## config.mk

```make
export PLATFORM = sky130hd
export DESIGN_NAME = demux_scan_sequencer
export DESIGN_NICKNAME = d
export VERILOG_FILES = /design/src/rtl/demux_scan_sequencer.sv
export SDC_FILE = /design/constraint.sdc
export NUM_CORES = 1
export LEC_CHECK = 0
export CAP_MARGIN = 20
export CORE_UTILIZATION = 35
export DETAILED_ROUTE_END_ITERATION = 8
export PLACE_DENSITY_LB_ADDON = 0.3
export SYNTH_ARGS = -nofsm -noshare
export SYNTH_HDL_FRONTEND = slang
export SYNTH_SLANG_ARGS = --single-unit
```

## constraint.sdc

```tcl
create_clock -name clk -period 4.7 [get_ports clk]
set_clock_uncertainty 0.05 [all_clocks]
set_input_delay 0.94 -clock clk [delete_from_list [all_inputs] [get_ports clk]]
set_output_delay 0.94 -clock clk [all_outputs]
set_load 0.02 [all_outputs]
```

## src/rtl/demux_scan_sequencer.sv

```systemverilog
`default_nettype none
// ============================================================================
// Module   : demux_scan_sequencer
// Brief    : Accepts an 8-bit word over valid/ready and scans it bit-by-bit
//            onto a 1-to-8 demux (in/e/sel), holding each channel DWELL cycles.
//            Optional macro DEMUX_SEQ_MSB_FIRST_EN reverses the scan order.
// Revision : 1.0 - initial release
// ============================================================================
module demux_scan_sequencer #(
  parameter int DWELL = 1,
  parameter int DW    = 4
) (
  input  logic       clk,
  input  logic       rst_n,
  input  logic [7:0] data,
  input  logic       valid,
  output logic       ready,
  input  logic       abort,
  output logic       in,
  output logic       e,
  output logic [2:0] sel,
  output logic       busy,
  output logic       done
);

  typedef enum logic [0:0] {
    IDLE = 1'b0,
    SCAN = 1'b1
  } state_t;

  localparam logic [DW-1:0] DWELL_LAST = DW'(DWELL - 1);

`ifdef DEMUX_SEQ_MSB_FIRST_EN
  localparam logic [2:0] SEL_FIRST = 3'd7;
  localparam logic [2:0] SEL_LAST  = 3'd0;
`else
  localparam logic [2:0] SEL_FIRST = 3'd0;
  localparam logic [2:0] SEL_LAST  = 3'd7;
`endif

  state_t        state, state_nxt;
  logic [7:0]    word, word_nxt;
  logic [DW-1:0] dwell, dwell_nxt;
  logic [2:0]    sel_nxt, sel_adv;
  logic          in_nxt, e_nxt, busy_nxt, done_nxt;
  logic          dwell_end, go_idle;

  assign ready = (state == IDLE) && !abort;

`ifdef DEMUX_SEQ_MSB_FIRST_EN
  assign sel_adv = sel - 3'd1;
`else
  assign sel_adv = sel + 3'd1;
`endif

  assign dwell_end = (dwell == DWELL_LAST);
  // Abort takes priority over a normal completion on the final dwell cycle.
  assign go_idle   = abort || (dwell_end && (sel == SEL_LAST));

  always_comb begin
    state_nxt = state;
    word_nxt  = word;
    dwell_nxt = dwell;
    sel_nxt   = sel;
    in_nxt    = in;
    e_nxt     = e;
    busy_nxt  = busy;
    done_nxt  = 1'b0;
    case (state)
      IDLE: begin
        if (valid && ready) begin
          state_nxt = SCAN;
          word_nxt  = data;
          dwell_nxt = '0;
          sel_nxt   = SEL_FIRST;
          in_nxt    = data[SEL_FIRST];
          e_nxt     = 1'b1;
          busy_nxt  = 1'b1;
        end
      end
      SCAN: begin
        if (go_idle) begin
          state_nxt = IDLE;
          word_nxt  = '0;
          dwell_nxt = '0;
          sel_nxt   = '0;
          in_nxt    = 1'b0;
          e_nxt     = 1'b0;
          busy_nxt  = 1'b0;
          done_nxt  = !abort;
        end else if (dwell_end) begin
          dwell_nxt = '0;
          sel_nxt   = sel_adv;
          in_nxt    = word[sel_adv];
        end else begin
          dwell_nxt = dwell + DW'(1);
        end
      end
      default: state_nxt = IDLE;
    endcase
  end

  always_ff @(posedge clk or negedge rst_n) begin
    if (!rst_n) begin
      state <= IDLE;
      word  <= '0;
      dwell <= '0;
      sel   <= '0;
      in    <= 1'b0;
      e     <= 1'b0;
      busy  <= 1'b0;
      done  <= 1'b0;
    end else begin
      state <= state_nxt;
      word  <= word_nxt;
      dwell <= dwell_nxt;
      sel   <= sel_nxt;
      in    <= in_nxt;
      e     <= e_nxt;
      busy  <= busy_nxt;
      done  <= done_nxt;
    end
  end

endmodule
`default_nettype wire

```

==> impl_metrics.yaml <==
route:
  detail_route.drc_violations: 0
  detail_route.wirelength_um: 1720
  first_iter_violations: 3
  detailroute.via_count: 679
  postRouteAntennaNets: 0
  vias_per_cell: 4.96
  wl_per_cell_um: 12.6
  first_pass_iters: 2
setup_path:
  path_delay_family: "buffers and inverters"
  crit_path_start_kind: "primary input"
  timing.critical_path.required_ns: 3.71
  timing.critical_path.slowest_cell_delay_ns: 0.61
  cpMaxStageDelayCell: "clkdlybuf4s50_1"
  critPathMostFrequentCell: "clkdlybuf4s50_1"
  critical_path_peak_fanout: 4
  timing_worst_setup_path_type: "primary input to output port"
  critical_path_arrival_ns: 2.14
  path_cells: "clkdlybuf4s50_1 > nor2_1 > clkdlybuf4s50_1"
  critical_path.n_buffers_inverters: 2
  setup.worst_path.end_class: "output port"
synthesis:
  post_synth_main_area_contributors: "dfrtp_1 51%, nand2_1 6.9%, mux4_1 5.7%"
  netlist.area_leader.share_pct: 51.3
  synthesis.area_um2: 927
  yosysUniqueCellTypes: 26
  yosys_register_bits: 19
  synth.net_count: 102
  ys_warn_count: 0
  synth_cells: 86
  synth.largest_area_cell: "dfrtp_1"
  avgSynthCellArea_um2: 10.8
  ys_seq_area_share_pct: 51.3
flow_run:
  max_cap_violations: 0
sta:
  worst_slew_pin_tran_ns: 0.930
  setup_viol: 0
  rsz0062_at_grt: "no"
  final_min_period_over_clock_period_pct: 66.7
  timing.hold.ws_ns: 0.437
  finalSetupTns_ns: 0
  min_period_ns: 3.13
  slew-limit-headroom_pct: 38.0
  final-max-slew-violation-count: 0
  fmax_ghz: 0.319
  hold_viol_final: 0
placed_design:
  dp.cells: 133
  finalWeightedCongestion: 0.770
  detailed_place.area_mm2: 0.00114
  dp_hpwl_um: 1310
  port_buf_inserts: 19
pwr:
  design_power_total_uw: 367
  worst_ir_drop_vdd_uv: 207
  p_leak_uw: 0.000541
  power.density_cell_area_mw_per_mm2: 313
clocking:
  path_clk_slew_ns: 0.11
  post_cts_resized: 0
  cts_setup_buffers: 0
  root_buffer: "clkbuf_4"
  clock_tree.buffer_depth: 2
  postCtsHoldBufs: 0
  clock_sinks: 19
  cts_buffers: 3
  clk_latency_ns: 0.30
  h-tree-depth: 1
  tritoncts_clock_tree: "built"
global_route:
  initial_antenna_violation_count: 0
  grt_pass1_wl_um: 2900
  grt_start_max_net_pins: 20
  grt_pass1_vias: 615
  track_usage_pct: 14.8
  gr-total-overflow: 0
floorplanning:
  fp.dieArea_mm2: 0.00286
  row_count: 18
  floorplan.die.height_um: 53.5
  floorplan.initialDensity_pct: 37.1
  coreArea_mm2: 0.00250
  ios: 20
  chipWidth_um: 53.5
layout:
  flow.area_growth_from_synthesis_pct: 26.2
  instances_no_fill: 137
  antenna_diodes: 0
  layout-drive-gt1-share_pct: 10.3
  post-route-cell-area_mm2: 0.00117
  fin_nets: 124
worst_hold_path:
  holdCritPathClass: "flip-flop to flip-flop"
run_status:
  outcome: "completed"
final timing paths:
path	startpoint	to	slack, ns	depth (start not counted)
max reg2reg	sel[0]	word[3]	2.43	5
min reg2reg	word[2]	word[2]	0.44	2
max in group asynchronous	rst_n	word[0]	3.03	1
min in group asynchronous	rst_n	dwell[0]	1.06	1
min	word[2]	word[2]	0.44	2
max	abort	ready	1.57	3
cell usage in the layout (no fill, tap or decap), types with 2 or more instances in the layout:
cell / instances
a21o_1: 2
a22o_1: 4
clkbuf_4: 3
clkdlybuf4s50_1: 19
dfrtp_1: 19
ha_1: 4
inv_1: 4
mux2_2: 2
mux4_1: 2
nand2_1: 17
nor2_1: 5
nor3b_1: 2
o21ai_0: 10
cells in the mapped netlist:
| cell | n |
|---|---|
| a22o_1 | 4 |
| buf_4 | 1 |
| and4bb_2 | 1 |
| and2_1 | 1 |
| mux4_1 | 2 |
| dfrtp_1 | 19 |
| o22ai_1 | 1 |
| buf_2 | 1 |
| a221oi_2 | 1 |
| or2_2 | 1 |
| o21ai_0 | 10 |
| inv_1 | 4 |
| nor2b_1 | 1 |
| nand3_1 | 1 |
| o22ai_2 | 1 |
| nor4_1 | 1 |
| ha_1 | 4 |
| nor3_1 | 1 |
| nand2b_1 | 1 |
| nor3b_1 | 2 |
| a21o_1 | 2 |
| a21oi_1 | 1 |
| nand2_1 | 17 |
| a21o_2 | 1 |
| mux2_2 | 2 |
| nor2_1 | 5 |
stage by stage:
stage | utilization [%] | setup slack (ns)
2_1_floorplan | - | 2.46
6_report | 46.8 | 1.57
5_1_grt | 46.8 | 1.51
3_3_place_gp | 45.7 | 1.57
3_5_place_dp | 45.7 | 1.56
4_1_cts | 46.8 | 1.56
area by class of cell:
| cell class | instances | area, um2 |
|---|---|---|
| clock buffers | 3 | 22.5 |
| clock inverters | 1 | 5.00 |
| fillers | 236 | 1330 |
| inverters | 4 | 15.0 |
| multi-input cells | 61 | 424 |
| flip-flops and latches | 19 | 475 |
| well taps | 30 | 37.5 |
| repair buffers | 19 | 190 |
cells by family (layout without fill, tap and decap cells):
group                      count (synthesis)  after routing  synth area share (%)
DFF                                       19             19                  51.3
and+or+nand+nor                           32             32                  16.3
AOI/OAI and AO/OA                         21             21                  15.9
adders and majority gates                  4              4                  5.40
muxes                                      4              4                  8.10
buffers and inverters                      6             27                  2.97
power breakdown:
| group | internal (uW) | switching, uW | total [uW] |
|---|---|---|---|
| Combinational | 44.1 | 41.6 | 85.7 |
| Sequential | 182 | 12.8 | 195 |
| Clock | 31.8 | 54.0 | 85.7 |
| Total | 258 | 108 | 367 |
registers in the layout (all words and copies together) (netlist names):
signal / flops
state: 1
dwell: 4
sel: 3
done: 1
busy: 1
word: 8
in: 1
per-layer routing:
layer | GRT usage [%] | up-vias | wire, um
met1 | 18.6 | 317 | 827
met2 | 24.0 | 15 | 793
li1 | - | 345 | -
met4 | 2.63 | 0 | 13
met3 | 6.03 | 2 | 86
met5 | 0 | - | 0
worst min-delay path, stage by stage, from the launching register on:
cell	delay (ns)
dfrtp_1	0.35
nand2_1	0.05
o21ai_0	0.06
Power figures use the tool's default switching activity.
